`config.mk`:
```
export PLATFORM = sky130hd
export DESIGN_NAME = pc_unit
export DESIGN_NICKNAME = d
export VERILOG_FILES = /design/src/rtl/pc_pkg.sv /design/src/rtl/ras_stack.sv /design/src/rtl/pc_unit.sv
export SDC_FILE = /design/constraint.sdc
export NUM_CORES = 1
export LEC_CHECK = 0
export BUFFER_PORTS_ARGS = -buffer_cell sky130_fd_sc_hd__buf_2
export CORE_ASPECT_RATIO = 1.1
export CORE_MARGIN = 2
export CORE_UTILIZATION = 50
export DETAILED_ROUTE_END_ITERATION = 8
export PLACE_DENSITY = 0.74
export SLEW_MARGIN = 25
export SYNTH_ARGS = -nofsm -noshare
export SYNTH_HDL_FRONTEND = slang
export SYNTH_SLANG_ARGS = --single-unit
```
`constraint.sdc`:
```
create_clock -name clk -period 10.2 [get_ports clk]
set_input_delay 0.51 -clock clk [delete_from_list [all_inputs] [get_ports clk]]
set_output_delay 0.51 -clock clk [all_outputs]
set_load 0.02 [all_outputs]
```
`src/rtl/pc_pkg.sv`:
```
// Shared encodings for the program-counter unit: next-PC source select,
// run/halt state values and the sequential step size.
package pc_pkg;

  localparam logic [1:0] PC_SEQ = 2'b00;
  localparam logic [1:0] PC_BR  = 2'b01;
  localparam logic [1:0] PC_J   = 2'b10;
  localparam logic [1:0] PC_JR  = 2'b11;

  typedef logic [0:0] pc_state_t;
  localparam pc_state_t ST_RUN    = 1'b0;
  localparam pc_state_t ST_HALTED = 1'b1;

  localparam int unsigned PC_STEP = 4;

endpackage

```
`src/rtl/ras_stack.sv`:
```
// Circular return-address stack: a top pointer plus an occupancy count. A push
// when full overwrites the oldest slot, and both error flags are sticky.
module ras_stack #(
  parameter int unsigned WIDTH = 32,
  parameter int unsigned DEPTH = 4
) (
  input  logic             clk,
  input  logic             rst_i,
  input  logic             push_i,
  input  logic             pop_i,
  input  logic [WIDTH-1:0] data_i,
  output logic [WIDTH-1:0] top_o,
  output logic             empty_o,
  output logic             full_o,
  output logic             overflow_o,
  output logic             underflow_o
);

  localparam int unsigned PW = $clog2(DEPTH);
  localparam int unsigned CW = $clog2(DEPTH + 1);

  logic [WIDTH-1:0] mem_q [DEPTH];
  logic [WIDTH-1:0] mem_d [DEPTH];
  logic [PW-1:0]    ptr_q, ptr_d;
  logic [CW-1:0]    cnt_q, cnt_d;
  logic             ovf_q, ovf_d;
  logic             unf_q, unf_d;
  logic             empty_s, full_s, do_pop_s;

  assign empty_s  = (cnt_q == {CW{1'b0}});
  assign full_s   = (cnt_q == CW'(DEPTH));
  assign do_pop_s = pop_i && !empty_s;

  always_comb begin
    mem_d = mem_q;
    ptr_d = ptr_q;
    cnt_d = cnt_q;
    ovf_d = ovf_q;
    unf_d = unf_q;
    if (pop_i && empty_s) begin
      unf_d = 1'b1;
    end else begin
      unf_d = unf_q;
    end
    // Push+pop on a live stack swaps the top in place, leaving count alone.
    if (push_i && do_pop_s) begin
      mem_d[ptr_q] = data_i;
    end else if (push_i) begin
      ptr_d        = ptr_q + PW'(1);
      mem_d[ptr_d] = data_i;
      if (full_s) begin
        ovf_d = 1'b1;
      end else begin
        cnt_d = cnt_q + CW'(1);
      end
    end else if (do_pop_s) begin
      ptr_d = ptr_q - PW'(1);
      cnt_d = cnt_q - CW'(1);
    end else begin
      ptr_d = ptr_q;
    end
  end

  always_ff @(posedge clk) begin
    if (rst_i) begin
      mem_q <= '{default: '0};
      ptr_q <= '0;
      cnt_q <= '0;
      ovf_q <= 1'b0;
      unf_q <= 1'b0;
    end else begin
      mem_q <= mem_d;
      ptr_q <= ptr_d;
      cnt_q <= cnt_d;
      ovf_q <= ovf_d;
      unf_q <= unf_d;
    end
  end

  assign top_o       = empty_s ? {WIDTH{1'b0}} : mem_q[ptr_q];
  assign empty_o     = empty_s;
  assign full_o      = full_s;
  assign overflow_o  = ovf_q;
  assign underflow_o = unf_q;

endmodule

```
`src/rtl/pc_unit.sv`:
```
// Program-counter unit: RUN/HALTED control, next-PC selection with a
// return-address stack, and a count of retired PC updates.
module pc_unit
  import pc_pkg::*;
#(
  parameter int unsigned       WIDTH        = 32,
  parameter logic [WIDTH-1:0]  RESET_VECTOR = '0,
  parameter int unsigned       RAS_DEPTH    = 4,
  parameter int unsigned       CNT_WIDTH    = 32
) (
  input  logic                 clk,
  input  logic                 Reset,
  input  logic                 halt,
  input  logic                 resume,
  input  logic                 stall,
  input  logic [1:0]           sel,
  input  logic [WIDTH-1:0]     branch_off,
  input  logic [WIDTH-1:0]     jump_target,
  input  logic [WIDTH-1:0]     reg_target,
  input  logic                 push_ra,
  input  logic                 pop_ra,
  output logic [WIDTH-1:0]     pc,
  output logic [WIDTH-1:0]     pc_plus4,
  output logic [WIDTH-1:0]     ras_top,
  output logic                 ras_empty,
  output logic                 ras_full,
  output logic                 ras_overflow,
  output logic                 ras_underflow,
  output logic                 halted,
  output logic [CNT_WIDTH-1:0] retired
);

  logic [WIDTH-1:0]     pc_q, pc_d;
  logic [WIDTH-1:0]     pc_plus4_s, target_s, next_pc_s, ras_top_s;
  logic [CNT_WIDTH-1:0] cnt_q, cnt_d;
  pc_state_t            state_q, state_d;
  logic                 update_s, ras_empty_s;

  assign pc_plus4_s = pc_q + WIDTH'(PC_STEP);
  assign update_s   = (state_q == ST_RUN) && !halt && !stall;

  always_comb begin
    state_d = state_q;
    case (state_q)
      ST_RUN: begin
        if (halt) state_d = ST_HALTED;
        else      state_d = ST_RUN;
      end
      ST_HALTED: begin
        if (resume) state_d = ST_RUN;
        else        state_d = ST_HALTED;
      end
      default: state_d = ST_RUN;
    endcase
  end

  // A return only takes the stack target when one exists; otherwise sel decides.
  always_comb begin
    target_s = pc_plus4_s;
    if (pop_ra && !ras_empty_s) begin
      target_s = ras_top_s;
    end else begin
      case (sel)
        PC_SEQ:  target_s = pc_plus4_s;
        PC_BR:   target_s = pc_plus4_s + branch_off;
        PC_J:    target_s = jump_target;
        PC_JR:   target_s = reg_target;
        default: target_s = pc_plus4_s;
      endcase
    end
    next_pc_s = {target_s[WIDTH-1:2], 2'b00};
  end

  always_comb begin
    pc_d  = pc_q;
    cnt_d = cnt_q;
    if (update_s) begin
      pc_d  = next_pc_s;
      cnt_d = cnt_q + CNT_WIDTH'(1);
    end else begin
      pc_d  = pc_q;
      cnt_d = cnt_q;
    end
  end

  always_ff @(posedge clk) begin
    if (Reset) begin
      pc_q    <= RESET_VECTOR;
      cnt_q   <= '0;
      state_q <= ST_RUN;
    end else begin
      pc_q    <= pc_d;
      cnt_q   <= cnt_d;
      state_q <= state_d;
    end
  end

  ras_stack #(
    .WIDTH (WIDTH),
    .DEPTH (RAS_DEPTH)
  ) u_ras (
    .clk         (clk),
    .rst_i       (Reset),
    .push_i      (update_s && push_ra),
    .pop_i       (update_s && pop_ra),
    .data_i      (pc_plus4_s),
    .top_o       (ras_top_s),
    .empty_o     (ras_empty_s),
    .full_o      (ras_full),
    .overflow_o  (ras_overflow),
    .underflow_o (ras_underflow)
  );

  assign pc        = pc_q;
  assign pc_plus4  = pc_plus4_s;
  assign ras_top   = ras_top_s;
  assign ras_empty = ras_empty_s;
  assign halted    = (state_q == ST_HALTED);
  assign retired   = cnt_q;

endmodule
```
Word-level counts from Yosys, hierarchy flattened:

Index checks and enable logic that the tools add are counted.

* register bits after elaboration: 198
* input port bits: 105
* output and inout port bits: 133
* logic and storage cells: 73

* add/sub/neg operators: 7
* order comparisons: 4
* eq/ne operators: 5
* muxes and demuxes: 22
* bitwise logic cells: 4
* reductions and logical operators: 20

Operator list (count)
* bitwise mux 128 bit: 2
* two-way mux 128 bit: 2
* two-way mux 32 bit: 6
* demux 32 bit (select 2 bit): 2
* one-hot mux 32 bit (4 select lines): 1
* binary-select mux 32 bit (select 2 bit): 1
* adder 32 x 1 -> 32 bit, second input constant: 1
* adder 32 x 3 -> 32 bit, second input constant: 1
* adder 32 bit: 1
* logical AND 1 bit: 10
* two-way mux 3 bit: 3
* greater-or-equal comparator 3 bit, second input constant: 2
* < comparator 3 x 1 -> 1 bit, second input constant: 2
* NOT 2 -> 3 bit: 2
* AND reduction 3 bit: 2
* == test 2 bit, second input constant: 2
* two-way mux 2 bit: 2
* nonzero test 2 bit: 2
* adder 3 x 1 -> 3 bit, second input constant: 1
* == test 3 bit, second input constant: 1
* zero test 1 bit: 3
* zero test 3 bit: 1
* subtractor 3 x 1 -> 3 bit, second input constant: 1
* adder 2 x 1 -> 2 bit, second input constant: 1
* other kinds (8): 10

Logic depth before layout (Yosys ltp):

Gate-level depths: netlist of run 1.

* word-level depth: 9
* gate-level depth with buffers: 16
* depth with buffers taken out: 16

Cells and area by module:

Synthesis of run 1 repeated with hierarchy kept, for this count alone.

* cell total of the unflattened synthesis: 1419
* area total of the unflattened synthesis: 12503.2 um2

Modules (own cells, without submodules)
* ras_stack: instances 1, cells an instance 677, area an instance 6799.0 um2, sequential area each 2702.6 um2
* pc_unit: instances 1, cells an instance 742, area an instance 5704.2 um2, sequential area each 1261.2 um2

Least setup slack after synthesis of run 1:

Ideal clock, no wire load.

* path type: register to register
* start point: register pc_q[2], in the netlist pc[2]
* end point: register pc_q[29], in the netlist pc[29]
* setup time: 0.122 ns
* data arrival time: 3.872 ns
* required time: 10.078 ns
* setup slack: 6.206 ns
* cell stages (with the launch flop): 14
* buffers on the path: 0
* clock period less this slack: 3.994 ns
* cells stage by stage: dfxtp_1 -> ha_1 -> nand3_2 -> or4_2 -> xor2_1 -> inv_1 -> ha_1 -> a21oi_1 -> o21ai_0 -> or4_1 -> o21ai_1 -> o41ai_1 -> or4_1 -> o311a_1

* word-level cells in the longest chain between the ends: 4

Ends and longest elaborated chain
* start: declaration: line pc_unit.sv:33 `logic [WIDTH-1:0] pc_q, pc_d;`
* start signal: assignment: line pc_unit.sv:92 `pc_q <= pc_d;`
* adder 32 x 3 -> 32 bit: line pc_unit.sv:39 `assign pc_plus4_s = pc_q + WIDTH'(PC_STEP);`
* net pc_plus4[14]: line pc_unit.sv:23 `output logic [WIDTH-1:0] pc_plus4,`
* adder 32 bit: line pc_unit.sv:65 `PC_BR: target_s = pc_plus4_s + branch_off;`
* one-hot mux 32 bit (4 select lines): line pc_unit.sv:63 `case (sel)`
* two-way mux 32 bit: line pc_unit.sv:60 `if (pop_ra && !ras_empty_s) begin`

The timed path passes the listed nets, and every way through them passes these cells.
A chain may end at the register's enable or synchronous reset.

Worst setup path after layout of run 1:

* start point: register pc_q[2], in the netlist pc[2]
* end point: register pc_q[20], in the netlist pc[20]

* word-level cells in the longest chain between the ends: 4

Ends and longest elaborated chain (line)
* adder 32 x 3 -> 32 bit *: pc_unit.sv:39
* adder 32 bit: pc_unit.sv:65
* one-hot mux 32 bit (4 select lines) *: pc_unit.sv:63
* two-way mux 32 bit *: pc_unit.sv:60

Mark *: on every way between the ends. The rest lies on a longest branch, timed or not.

==> results of run 1 <==
==> flip-flops by register name, indices dropped and copies added (netlist names) <==
signal             cells
u_ras.cnt_q            3
retired               32
u_ras.underflow_o      1
u_ras.overflow_o       1
u_ras.ptr_q            2
u_ras.mem_q          120
halted                 1
pc                    30
==> worst max-delay path by stage <==
| stage | startpoint | end | slack [ns] | cells after the start |
|---|---|---|---|---|
| finish | pc[2]$_SDFFE_PP0P_ | pc[20]$_SDFFE_PP0P_ | 5.60 | 14 |
| detailed placement | pc[2]$_SDFFE_PP0P_ | pc[29]$_SDFFE_PP0P_ | 5.73 | 14 |
| floorplan | pc[2]$_SDFFE_PP0P_ | pc[29]$_SDFFE_PP0P_ | 6.21 | 13 |
| global route | pc[2]$_SDFFE_PP0P_ | pc[20]$_SDFFE_PP0P_ | 5.32 | 14 |
| global placement | pc[2]$_SDFFE_PP0P_ | pc[29]$_SDFFE_PP0P_ | 5.74 | 14 |
| CTS | pc[2]$_SDFFE_PP0P_ | pc[29]$_SDFFE_PP0P_ | 5.70 | 14 |
==> through the flow <==
step,total power [µW],setup slack (ns),cells,hold WS (ns),cell area (µm²)
after floorplan,1030,6.21,1300,0.455,11200
after global placement,1130,5.74,1743,0.452,12400
after detailed placement,1130,5.73,1743,0.456,12400
after CTS,1750,5.70,1775,0.274,12900
after global routing,1810,5.32,1775,0.269,12900
final,1750,5.60,1775,0.279,12900
==> cells in the mapped netlist (all sizes together), types with 7 or more instances <==
library cell	instances	share of area, %
nor3b	7	0.47
nor2b	33	1.8
xor2	48	3.8
a22oi	8	0.54
inv	46	1.5
mux4	39	7.9
a31oi	12	0.73
nand4	24	1.6
mux2i	24	2.1
ha	40	4.5
o22ai	10	0.56
buf	21	1.0
dfxtp	190	34
or3	10	0.56
and3	12	0.67
nor3	15	0.76
nand2	82	2.8
xnor2	36	2.8
clkbuf	68	2.9
nor2	227	7.6
nand3	28	1.4
a211oi	120	8.1
and4	7	0.56
a21o	15	1.0
o21ai	40	1.8
a21oi	66	3.0
==> per-layer routing <==
metal	GRT usage, %	wire length [µm]	vias up
met5	0	0	-
met4	15.6	1800	0
met3	4.43	2080	112
met2	48.2	16100	457
met1	35.9	14000	4894
li1	-	-	4987
==> cell families (layout without fill, tap and decap cells) <==
logic type / count (synthesis) / in the layout
AO/OA/AOI/OAI: 313 / 313
XOR/XNOR: 84 / 84
adder cells (fa/ha/maj): 42 / 42
buffers and inverters: 137 / 317
flip-flops: 190 / 190
multiplexers: 65 / 65
other: 1 / 6
AND/OR/NAND/NOR: 463 / 463
==> critical path, cell delays in order, from the launching register on <==
cell	delay, ns
dfxtp_1	0.51
nand4_1	0.32
nor4_4	0.53
nand3_1	0.17
xor2_1	0.56
inv_1	0.19
ha_1	0.42
a21oi_1	0.25
o21bai_1	0.12
a2111oi_0	0.33
a21bo_1	0.28
a31oi_2	0.30
xor2_1	0.24
o22ai_1	0.10
a21o_1	0.19
==> power by group through the flow <==
stage / clock network (µW) / logic (µW) / registers, µW
2_1_floorplan: 0 / 222 / 803
3_3_place_gp: 0 / 328 / 799
3_5_place_dp: 0 / 331 / 800
4_1_cts: 634 / 333 / 783
5_1_grt: 663 / 365 / 786
6_report: 629 / 336 / 783
==> cell type report <==
cell class	instances	area, µm²
Clock buffer	20	447
Clock inverter	12	103
Fill cell	1951	9100
Inverter	48	181
Multi-Input combinational cell	973	6810
Sequential cell	190	3800
Tap cell	295	369
Timing Repair Buffer	237	1220
==> metrics.txt, run 1 <==
final critical-path required period=4.60 ns; die height=161 µm; Horiz. Die Dim=147 µm; I/O pin count=around 240; Worst Hold Class=in -> reg; final net count=1614; Final HPWL DP=24.6 mm; Most used DFF post-synth=dfxtp_1; Rel. slew slack=~30%; Logic pwr share=19.2%; GR Util All Layers=28.8%; clock sink count=190; TritonCTS clock tree=done; number of H-tree levels=4; Setup crit end kind=flop; asr flop ratio synth=0%; sequential area share after synthesis=34.0%; Pwr Density=135 nW/µm²; cts hold-fix bufs=0; largest family of logic cells by synthesized area=simple AND/OR/NAND/NOR gates; Net Sw Frac=30.8%; sequential power share=about 45%; CTS resizes=0; Final setup viols=0; CP Launch Type=flop; Initial Util=50.7%; vias in the first global route=between 10000 and 15000; Routed Antenna Nets=0; outcome=finished, final reports clean; sw power=538 µW; RR Endpoint=pc[20]$_SDFFE_PP0P_; YS warnings=0; cell count after synthesis=about 1300; CP Class=reg -> reg; vias per cell=between 5 and 6; RSZ-0062 raised after global routing=no; WP data arrival=approximately 4.9 ns; power share of the clock group=36.0%; Pint=1210 µW; layout cells sized above 1=22.5%; utilization after layout=58.7%; cell row count=57; Hold Crit Depth=2; Die Footprint=23600 µm²; I/O Buffers=between 200 and 250; mux contribution to synthesized area=10.2%; Iteration-0 DRC Markers=823; hold path startpoint=resume; Reg clk slew, reported paths=around 0.07 ns; Cell Area, Synth=11200 µm²; most frequent cells in the layout=buf_2, nor2_1, dfxtp_1, a211oi_1, nand2_1; RR Startpoint=pc[2]$_SDFFE_PP0P_; Period Utilization, post-route=45.1%; P_leak=0.00539 µW; Synth Area in Adders=around 4.8%; Worst Skew=approximately 0.012 ns; commonest non-fill, non-tap cell in the layout=buf_2; first-pass GRT wire length=53.9 mm; antenna cells=0; antenna violations before repair=0; Worst Hold End=halted$_SDFF_PP0_; r2r worst-path depth=14; VDD IR max=0.134 mV; Pre-Repair DR Iteration Count=5; # Max-Cap Violations=0; worst skew pair latency=0.43 ns; RePlAce Congestion=between 0.9 and 1; GR Overflow Total=0; routed wire length=33.9 mm; largest net degree at the start of global routing=106; Slew Viols, Final=0; final hold violation count=0; Placeable Area=roughly 22000 µm²; setup bufs post-CTS=0; Compound-Gate Fraction of Synth Area=about a fifth; fmax=217 MHz; syn avg cell area=8.63 µm²; DR vias=10450; synth unique cells=81; #FFs+latches synth=190; simple-gate share of the synthesized area=19.7%; area delta synth->final=15.8%; Max FO, Critical Path=8; Register-to-Register Setup Slack=around 5.6 ns; Avg WL per Cell=19.1 µm; CTS root buf=clkbuf_16; XOR/XNOR Fraction of Synth Area=6.65%; CTS Buf Count=17; EDFF count, synth=0; clock tree buffer depth=2; DRC=0; slew at the pin closest to its max-slew limit=1.04 ns; Fin Setup TNS=0 ns; worst path required time=approximately 11 ns
(Power assumes the default switching activity.)
==> run 2, diff against run 1 <==
- clock period: 10.2 -> 4.3 ns (I/O delays scaled with it)
==> metrics.txt, run 2 (synthesis results as in run 1) <==
outcome=finished, final reports clean (unchanged); CP Cell Sequence=ha_1 -> nand3_2 -> nor4_4 -> and2_4 -> nand4_4 -> xor2_2 -> clkinv_2 -> ha_1 -> nand4_1 -> or3_1 -> o211ai_1 -> a31oi_1 -> xnor2_1 -> o22ai_1 (was nand4_1 -> nor4_4 -> nand3_1 -> xor2_1 -> inv_1 -> ha_1 -> a21oi_1 -> o21bai_1 -> a2111oi_0 -> a21bo_1 -> a31oi_2 -> xor2_1 -> o22ai_1 -> a21o_1); final critical-path required period=4.06 ns (was 4.60 ns); Pint=2970 µW (was 1210 µW); Avg WL per Cell=19.1 µm (about the same); antenna violations before repair=0 (unchanged); DR vias=10641 (was 10450); first-pass GRT wire length=53.9 mm (about the same); RR Startpoint=pc[3]$_SDFFE_PP0P_ (was pc[2]$_SDFFE_PP0P_); final hold violation count=0 (unchanged); RePlAce Congestion=0.934 (was 0.935); Top reg by flops=u_ras.mem_q (unchanged); most frequent cells in the layout=buf_2, nor2_1, dfxtp_1, a211oi_1, nand2_1 (unchanged); Pre-Repair DR Iteration Count=5 (unchanged); Final HPWL DP=25.5 mm (was 24.6 mm); power share of the clock group=38.0% (was 36.0%); CTS root buf=clkbuf_16 (unchanged); Pwr Density=327 nW/µm² (was 135 nW/µm²); DRC=0 (unchanged); vias per cell=5.91 (was 5.89); Placeable Area=22000 µm² (unchanged); routed wire length=34.5 mm (was 33.9 mm); Routed Antenna Nets=0 (unchanged); Iteration-0 DRC Markers=767 (was 823); max FFs per register=120 (unchanged); area delta synth->final=18.3% (was 15.8%); cell row count=57 (unchanged); # Max-Cap Violations=0 (unchanged); Worst Hold Class=in -> reg (unchanged); P_leak=0.00554 µW (was 0.00539 µW); Horiz. Die Dim=147 µm (unchanged); GR Overflow Total=0 (unchanged); worst skew pair latency=0.44 ns (was 0.43 ns); I/O pin count=238 (unchanged); sequential power share=43.1% (was 44.8%); Initial Util=50.7% (unchanged); family with the most delay on the worst path=simple AND/OR/NAND/NOR gates (was compound AO/OA/AOI/OAI gates); clock sink count=190 (unchanged); antenna cells=0 (unchanged); vias in the first global route=10305 (was 10193); final net count=1639 (was 1614); slowest stage delay, CP=0.55 ns (was 0.56 ns); CP Launch Type=flop (unchanged); flip-flop and latch area=3800 µm² (unchanged); layout cells sized above 1=23.9% (was 22.5%); VDD IR max=0.328 mV (was 0.134 mV); number of fill cells=1930 (was 1951); RSZ-0062 raised after global routing=no (unchanged); die height=161 µm (unchanged); CTS Buf Count=17 (unchanged); WP data arrival=4.39 ns (was 4.93 ns); number of H-tree levels=4 (unchanged); Slew Viols, Final=0 (unchanged); GR Util All Layers=28.9% (was 28.8%); largest net degree at the start of global routing=84 (was 106); Max FO, Critical Path=13 (was 8); Setup crit start=pc[3]$_SDFFE_PP0P_ (was pc[2]$_SDFFE_PP0P_); hold path startpoint=reg_target[29] (was resume); Rel. slew slack=35.7% (was 30.5%); slew at the pin closest to its max-slew limit=0.962 ns (was 1.04 ns); Period Utilization, post-route=94.5% (was 45.1%); Die Footprint=23600 µm² (unchanged); Worst path most repeated cell=ha_1 (was xor2_1); Reg clk slew, reported paths=0.08 ns (was 0.07 ns); CP Class=reg -> reg (unchanged); fmax=246 MHz (was 217 MHz); Layout Cells excl Fill=1800 (was 1775); worst path required time=4.62 ns (was 10.53 ns); commonest non-fill, non-tap cell in the layout=buf_2 (unchanged); Net Sw Frac=31.2% (was 30.8%); Fin Setup TNS=0 ns (unchanged); Logic pwr share=18.8% (was 19.2%); Post-Place Cells=1765 (was 1743); clock tree buffer depth=2 (unchanged); area of the multi-input gates=6810 µm² (unchanged); I/O Buffers=225 (unchanged); TritonCTS clock tree=done (unchanged); Final setup viols=0 (unchanged); sw power=1350 µW (was 538 µW); Worst Skew=0.0129 ns (was 0.0122 ns); CTS resizes=0 (unchanged); WP buf/inv=1 (unchanged); Setup crit end kind=flop (unchanged); Worst path slowest cell=ha_1 (was xor2_1)
## run 2: cell count changes in the layout (fill, tap and decap cells not counted), sizes merged, moves of 2 or more
cell / before / now
clkinvlp: 3 / 0
inv: 52 / 50
buf: 237 / 261
clkinv: 5 / 11
clkbuf: 20 / 18
## run 2: path summary, 6_finish.rpt
| path | endpoint | slack, ns | cells after the start |
|---|---|---|---|
| hold reg to reg | u_ras.overflow_o$_SDFFE_PP0P_ | 0.47 | 2 |
| setup / recovery | pc[31]$_SDFFE_PP0P_ | 0.24 | 14 |
| hold / removal | pc[29]$_SDFFE_PP0P_ | 0.04 | 2 |
| setup reg to reg | pc[31]$_SDFFE_PP0P_ | 0.24 | 14 |
## run 2: final cells by class
class	count	share of cell area, %
Tap cell	295	2.79
Sequential cell	190	28.8
Clock inverter	14	1.50
Timing Repair Buffer	262	10.7
Multi-Input combinational cell	973	51.5
Inverter	48	1.37
Clock buffer	18	3.32
## run 2: per-stage QoR
| step | hold slack (ns) | worst slack [ns] | power [µW] | area [µm²] | util [%] |
|---|---|---|---|---|---|
| 2_1_floorplan | 0.314 | 0.306 | 2430 | 11200 | - |
| 3_3_place_gp | 0.397 | 0.392 | 2690 | 12600 | 57.0 |
| 3_5_place_dp | 0.403 | 0.305 | 2700 | 12600 | 57.0 |
| 4_1_cts | 0.0312 | 0.251 | 4330 | 13200 | 59.9 |
| 5_1_grt | 0.0537 | 0.00103 | 4480 | 13200 | 60.0 |
| 6_report | 0.0398 | 0.236 | 4320 | 13200 | 60.0 |
## run 2: metal layers
layer / up-vias / part of all wire (%) / wire length [µm] / GRT usage (%)
li1: 5056 / - / - / -
met1: 5016 / 41 / 14000 / 35.6
met2: 477 / 49 / 16800 / 50.0
met3: 92 / 6.5 / 2230 / 4.06
met4: 0 / 4.3 / 1480 / 13.9
met5: - / 0 / 0 / 0
## run 2: timing repair
item | 4_1_cts | 5_1_grt
endpoints found under the setup margin | 0 | 1
endpoints found under the hold margin | 1 | 0
hold buffers | 1 | 0
setup buffers | 0 | 2
## run 2: power groups by stage
stage	Clock, µW	Sequential, µW	Combinational (µW)
global route	1730	1870	877
CTS	1660	1860	805
detailed placement	0	1900	797
global placement	0	1900	788
finish	1640	1860	814
floorplan	0	1900	527
